`src/rtl/rst_seq.sv`:
```
// ============================================================================
//  Module   : rst_seq
//  Brief    : Ordered reset release for the peripheral and controller domains,
//             with init-timeout retry and lockout. Optional SOFT_RST_EN adds a
//             software re-sequence request.
//  Revision : 1.0 - initial release
// ============================================================================
`default_nettype none

module rst_seq #(
  parameter int STRETCH_CYC = 16,
  parameter int TIMEOUT_CYC = 1_000_000,
  parameter int GAP_CYC     = 4,
  parameter int MAX_RETRY   = 3
) (
  input  logic clk,
  input  logic rst,
  input  logic init_done,
`ifdef SOFT_RST_EN
  input  logic soft_rst_req,
`endif
  output logic rst_periph_n,
  output logic rst_ctrl_n,
  output logic seq_done,
  output logic timeout_err,
  output logic lockout
);

  localparam int c_MAX_SG  = (STRETCH_CYC > GAP_CYC) ? STRETCH_CYC : GAP_CYC;
  localparam int c_CNT_MAX = (c_MAX_SG > TIMEOUT_CYC) ? c_MAX_SG : TIMEOUT_CYC;
  localparam int c_CNT_W   = (c_CNT_MAX > 1) ? $clog2(c_CNT_MAX) : 1;
  localparam int c_RTY_W   = $clog2(MAX_RETRY + 2);

  localparam logic [c_CNT_W-1:0] c_HOLD_LAST = c_CNT_W'(STRETCH_CYC - 1);
  localparam logic [c_CNT_W-1:0] c_TMO_LAST  = c_CNT_W'(TIMEOUT_CYC - 1);
  localparam logic [c_CNT_W-1:0] c_GAP_LAST  = c_CNT_W'(GAP_CYC - 1);
  localparam logic [c_CNT_W-1:0] c_CNT_ONE   = c_CNT_W'(1);
  localparam logic [c_RTY_W-1:0] c_RTY_SAT   = c_RTY_W'(MAX_RETRY + 1);
  localparam logic [c_RTY_W-1:0] c_RTY_LIM   = c_RTY_W'(MAX_RETRY);
  localparam logic [c_RTY_W-1:0] c_RTY_ONE   = c_RTY_W'(1);

  localparam logic [2:0] c_ST_HOLD   = 3'd0;
  localparam logic [2:0] c_ST_PERIPH = 3'd1;
  localparam logic [2:0] c_ST_GAP    = 3'd2;
  localparam logic [2:0] c_ST_RUN    = 3'd3;
  localparam logic [2:0] c_ST_FAULT  = 3'd4;

  logic [2:0]         r_state;
  logic [c_CNT_W-1:0] r_cnt;
  logic [c_RTY_W-1:0] r_retry_cnt;
  logic               r_timeout_err;
  logic               r_lockout;
  logic [c_RTY_W-1:0] w_retry_inc;
  logic               w_soft_req;

  assign w_retry_inc = (r_retry_cnt == c_RTY_SAT) ? r_retry_cnt : r_retry_cnt + c_RTY_ONE;

`ifdef SOFT_RST_EN
  assign w_soft_req = soft_rst_req && (r_state != c_ST_HOLD);
`else
  assign w_soft_req = 1'b0;
`endif

  always_ff @(posedge clk) begin
    if (rst) begin
      r_state       <= c_ST_HOLD;
      r_cnt         <= '0;
      r_retry_cnt   <= '0;
      r_timeout_err <= 1'b0;
      r_lockout     <= 1'b0;
    end else if (w_soft_req) begin
      r_state     <= c_ST_HOLD;
      r_cnt       <= '0;
      r_retry_cnt <= '0;
      r_lockout   <= 1'b0;
    end else begin
      case (r_state)
        c_ST_HOLD: begin
          if (r_cnt == c_HOLD_LAST) begin
            r_state <= c_ST_PERIPH;
            r_cnt   <= '0;
          end else begin
            r_cnt <= r_cnt + c_CNT_ONE;
          end
        end
        c_ST_PERIPH: begin
          // init_done wins over a coincident timeout
          if (init_done) begin
            r_state <= c_ST_GAP;
            r_cnt   <= '0;
          end else if (r_cnt == c_TMO_LAST) begin
            r_state       <= c_ST_FAULT;
            r_cnt         <= '0;
            r_timeout_err <= 1'b1;
            r_retry_cnt   <= w_retry_inc;
            if (w_retry_inc > c_RTY_LIM) r_lockout <= 1'b1;
          end else begin
            r_cnt <= r_cnt + c_CNT_ONE;
          end
        end
        c_ST_GAP: begin
          if (r_cnt == c_GAP_LAST) begin
            r_state <= c_ST_RUN;
            r_cnt   <= '0;
          end else begin
            r_cnt <= r_cnt + c_CNT_ONE;
          end
        end
        c_ST_RUN: begin
          if (!init_done) begin
            r_state <= c_ST_HOLD;
            r_cnt   <= '0;
          end
        end
        c_ST_FAULT: begin
          // Once locked out the sequencer parks here until rst (or soft request)
          if (!r_lockout) begin
            if (r_cnt == c_HOLD_LAST) begin
              r_state <= c_ST_PERIPH;
              r_cnt   <= '0;
            end else begin
              r_cnt <= r_cnt + c_CNT_ONE;
            end
          end
        end
        default: begin
          r_state <= c_ST_HOLD;
          r_cnt   <= '0;
        end
      endcase
    end
  end

  assign rst_periph_n = (r_state == c_ST_PERIPH) || (r_state == c_ST_GAP) || (r_state == c_ST_RUN);
  assign rst_ctrl_n   = (r_state == c_ST_RUN);
  assign seq_done     = (r_state == c_ST_RUN);
  assign timeout_err  = r_timeout_err;
  assign lockout      = r_lockout;

endmodule

`default_nettype wire

```
`config.mk`:
```
export PLATFORM = sky130hd
export DESIGN_NAME = rst_seq
export DESIGN_NICKNAME = d
export VERILOG_FILES = /design/src/rtl/rst_seq.sv
export SDC_FILE = /design/constraint.sdc
export NUM_CORES = 1
export LEC_CHECK = 0
export ABC_CLOCK_PERIOD_IN_PS = 2570
export BUFFER_PORTS_ARGS = -buffer_cell sky130_fd_sc_hd__buf_2
export CAP_MARGIN = 40
export CELL_PAD_IN_SITES_DETAIL_PLACEMENT = 1
export CELL_PAD_IN_SITES_GLOBAL_PLACEMENT = 2
export CORE_MARGIN = 3
export CORE_UTILIZATION = 36
export CTS_CLUSTER_DIAMETER = 100
export DETAILED_ROUTE_END_ITERATION = 16
export GPL_TIMING_DRIVEN = 0
export PLACE_DENSITY = 0.82
export SYNTH_ARGS = -nofsm -noshare
export SYNTH_HDL_FRONTEND = slang
export SYNTH_SLANG_ARGS = --single-unit
```
`constraint.sdc`:
```
create_clock -name clk -period 2.57 [get_ports clk]
set_input_delay 0.1285 -clock clk [delete_from_list [all_inputs] [get_ports clk]]
set_output_delay 0.1285 -clock clk [all_outputs]
set_load 0.02 [all_outputs]
```
; ---- Word level (Yosys, flattened, before mapping)
; Cells that the tools add are included.
; W data, S select, Z words.
[word_totals]
register_bits = 28
input_bits = 3
output_inout_bits = 5
elab_cells = 43
[classes]
addsub = 2
n_lt_le_gt_ge = 1
eq_ne = 12
mux = 15
bitwise = 1
n_reduce_logical = 7
[op_table]
columns = operator, count
row1 = $mux W20, 6
row2 = $pmux W20 S5, 1
row3 = $mux W3, 7
row4 = $add A20 B1 Y20 const B, 1
row5 = $eq A20 B2 Y1 const B, 1
row6 = $eq A20 B20 Y1 const B, 1
row7 = $eq A20 B4 Y1 const B, 1
row8 = $pmux W3 S5, 1
row9 = $reduce_and A4 Y1, 2
row10 = $eq A3 B2 Y1 const B, 2
row11 = $eq A3 B3 Y1 const B, 2
row12 = $ne A2 B2 Y1 const B, 3
row13 = $add A3 B1 Y3 const B, 1
row14 = $eq A3 B1 Y1 const B, 1
row15 = $gt A3 B2 Y1 const B, 1
row16 = $logic_not A3 Y1, 1
row17 = $ne A3 B3 Y1 const B, 1
row18 = $reduce_and A3 Y1, 1
row19 = $logic_or A1 B1 Y1, 2
row20 = $reduce_and A2 Y1, 1
row21 = $not A1 Y1, 1

; ---- Depth between registers and ports, before layout
[depth]
word_depth = 4
ltp_mapped = 8
depth_no_buf = 8

; ---- Least setup slack after synthesis
; OpenSTA, ideal clock, no wires.
[synth_path]
kind = register to register
from = register r_state[2]
to = register r_cnt[15]
setup_ns = 0.067
t_arrival_ns = 1.831
setup_slack_ns = 0.672
path_stages_with_launch = 7
path_buffers = 1
period_less_slack_ns = 1.898
path_cell_list = dfxtp_1 -> and3b_2 -> a32o_2 -> buf_6 -> or4_1 -> a21o_1 -> a21oi_2
[synth_via]
elab_chain_len = 3
word_cells_on_any_way = 9
[synth_lines]
columns = element, line_no
row1 = start: declaration, 48  ; logic [2:0] r_state;
row2 = start signal: assignment, 66  ; r_state <= c_ST_HOLD;
row3 = start signal: assignment, 72  ; r_state <= c_ST_HOLD;
row4 = start signal: assignment, 80  ; r_state <= c_ST_PERIPH;
row5 = $eq A3 B2 Y1 *, n/a
row6 = net rst_ctrl_n, 23  ; output logic rst_ctrl_n,
row7 = $ne A2 B2 Y1 (no source line), n/a
row8 = $reduce_and A2 Y1 (no source line), n/a
row9 = end signal: assignment, 83  ; r_cnt <= r_cnt + c_CNT_ONE;
row10 = end signal: assignment, 98  ; r_cnt <= r_cnt + c_CNT_ONE;
row11 = end signal: assignment, 106  ; r_cnt <= r_cnt + c_CNT_ONE;
row12 = end: declaration, 49  ; logic [c_CNT_W-1:0] r_cnt;
; The timed path passes the listed nets; every way through them passes the cells marked *.
; A chain may end at the register's enable or synchronous reset.

; ---- Worst setup path after layout
[layout_path]
from = register r_cnt[6]
to = register r_cnt[11]
[layout_via]
elab_chain_len = 4
word_cells_on_any_way = 10
[layout_lines]
columns = element, line_no
row1 = "$add A20 B1 Y20, or another cell as far along", n/a
row2 = "$mux W20, on equally long branches", "79, 118, 91"
row3 = "$mux W20, on equally long branches", "117, 88"
row4 = $pmux W20 S5 *, 77  ; case (r_state)
; Every way passes the cells marked *; elsewhere a longest branch is shown, timed or not. The select of a mux whose other input is x is not followed.

==> metrics.cfg <==
[finish]
instances_no_fill=241
drive_gt1_share_pct=12.4
fin_util_pct=43.0
area_delta_synth_final_pct=9.67
fin_nets=201
antennaDiodeCount=0

[status]
status=finished clean

[die]
initial_core_util_pct=39.2
die_w_um=70.6
design.core.area_um2=3830
die_y_um=70.6
dieArea_um2=4980
fp-row-count=22
io_pins=8

[placed_design]
dp_slack_ns=0.425
numPortBuffers=6
hpwl_mm=2.62
dp.cells=237
gp_congestion=0.806

[clocking]
cts_buffer_depth=2
cts_tree=done
cts-root-buf=clkbuf_8
cts_setup_buffers=0
clkTransAtPathRegs_ns=0.10
cts.hold.buffers_added=0
numCtsBuffers=3
htree_levels=1
clock-sinks=28
ctsResizeCount=0
clk_latency_ns=0.28

[worst_setup_path]
cp_data_arrival_time_ns=2.30
cp_max_fo=10
cp-start-kind=flip-flop
crit_path_end_kind=flip-flop
crit_type=flip-flop to flip-flop
reg2reg_depth=7
cp.required_ns=2.74

[timing]
rsz0062_at_grt=no
finalMaxSlewViolations=0
report.final.hold_viol_count=0
fin_ws_ns=0.444
min_period_ns=2.13
skew_ns=0.00314
tightest_slew_ns=0.703
fin_crit_sh_pct=82.7
slew-limit-headroom_pct=52.8
fmax_mhz=470
setup_tns_ns=0
setup_viol=0

[power]
p_leak_nw=0.607
power.density_nw_per_um2=620
ir_drop_mv=0.186
total_power_mw=1.02

[synth]
syn_area_um2=1500
synth_common_cells=nor2_1, dfxtp_1, nand2_1, nand3_1
ys_top_cells_by_area=dfxtp_1, nor2_1, xnor2_1
synth_warnings=0
syn-num-nets=190
ys_seq_elements=28
ys_types=48
async_reset_ff_share_pct=0
seq_area_frac_synth_pct=37.4
synth_edf_count=0
ys.flop_type=dfxtp_1
yosysTopAreaCell=dfxtp_1
synth_top_cell_area_share_pct=37.4
synth.most_common_cell=nor2_1
syn_inst=183
syn_area_per_cell_um2=8.20

[grt]
grt_first_pass_wirelength_mm=6.09
grt_use_total_pct=14.9
grt_overflow=0
grt_max_degree=16
antenna_found_initial=0
grt_pass1_vias=1335

[routing]
routed_via_density=5.39
drcViolationCount=0
drt_iter0_drc=22
vias=1299
avgRoutedWirePerCell_um=14.4
postRouteAntennaNets=0
drt-total-wl_mm=3.48
drt_pass1_iterations=4

[hold_path]
hold_class=primary input to flip-flop
hold_depth=4

[job]
cap_violations=0

cells by family (layout without fill, tap and decap cells):
family,Yosys count,count (layout),synth area share (%)
AND/OR/NAND/NOR,93,93,31.8
flip-flops,28,28,37.4
AO/OA/AOI/OAI,26,26,13.1
buffers and inverters,16,26,5.00
XOR/XNOR,15,15,8.76
adder cells (fa/ha/maj),4,4,3.34
multiplexers,1,1,0.667
power breakdown:
group / switching [mW] / internal [mW]
Sequential: 0.0332 / 0.463
Combinational: 0.149 / 0.0953
Clock: 0.142 / 0.137
state kept, by name, summed over array words and instances (netlist names):
signal / flops
r_state: 3
lockout: 1
timeout_err: 1
r_retry_cnt: 3
r_cnt: 20
worst max-delay path, stage by stage, from the launching register on:
cell     delay (ns)
dfxtp_1        0.37
nor4_1         0.37
nand2_1        0.18
o31ai_1        0.27
o21a_1         0.19
a21o_1         0.27
buf_2          0.27
nor2_1         0.09
stage by stage:
stage | hold slack, ns | area, um2
6_report | 0.281 | 1650
3_5_place_dp | 0.470 | 1590
3_3_place_gp | 0.443 | 1590
5_1_grt | 0.317 | 1650
2_1_floorplan | 0.405 | 1500
4_1_cts | 0.277 | 1650
routing by layer:
layer | track usage (%) | up-vias | part of all wire [%]
li1 | - | 661 | -
met1 | 18.5 | 619 | 48
met2 | 26.0 | 14 | 48
met3 | 2.41 | 5 | 2.8
met4 | 5.43 | 0 | 1.5
met5 | 0 | - | 0
placed cells by master (no fill, tap or decap), types with 2 or more instances in the layout:
master,synthesis,final
clkbuf_1,3,3
a21oi_1,6,6
nor4_1,6,6
o21ai_0,4,4
nor2b_1,2,2
nor3_1,4,4
or3_1,2,2
ha_1,4,4
xnor2_1,8,8
o21a_1,2,2
nand3_1,10,10
xor2_1,7,7
nand4_1,5,5
nand2_1,16,16
inv_1,8,8
and3_1,2,2
dfxtp_1,28,28
a21o_1,2,2
buf_2,3,9
or4_1,2,2
clkbuf_8,0,4
nor2_1,32,32
layout make-up:
cell class,count,area (um2)
Multi-Input combinational cell,139,865
Tap cell,48,60.1
Clock buffer,4,55.1
Timing Repair Buffer,6,30.0
Inverter,8,30.0
Buffer,8,45.0
Fill cell,477,2180
Sequential cell,28,561
path summary, 6_finish.rpt:
kind                                  from                       end  slack (ns)
setup / recovery     r_cnt[6]$_SDFFE_PP0P_    r_cnt[11]$_SDFFE_PP0P_        0.44
hold / removal                   init_done   r_state[1]$_SDFFE_PP0P_        0.28
setup reg to reg     r_cnt[6]$_SDFFE_PP0P_    r_cnt[11]$_SDFFE_PP0P_        0.44
hold reg to reg   timeout_err$_SDFFE_PP0P_  timeout_err$_SDFFE_PP0P_        0.48
(Power assumes the default switching activity.)
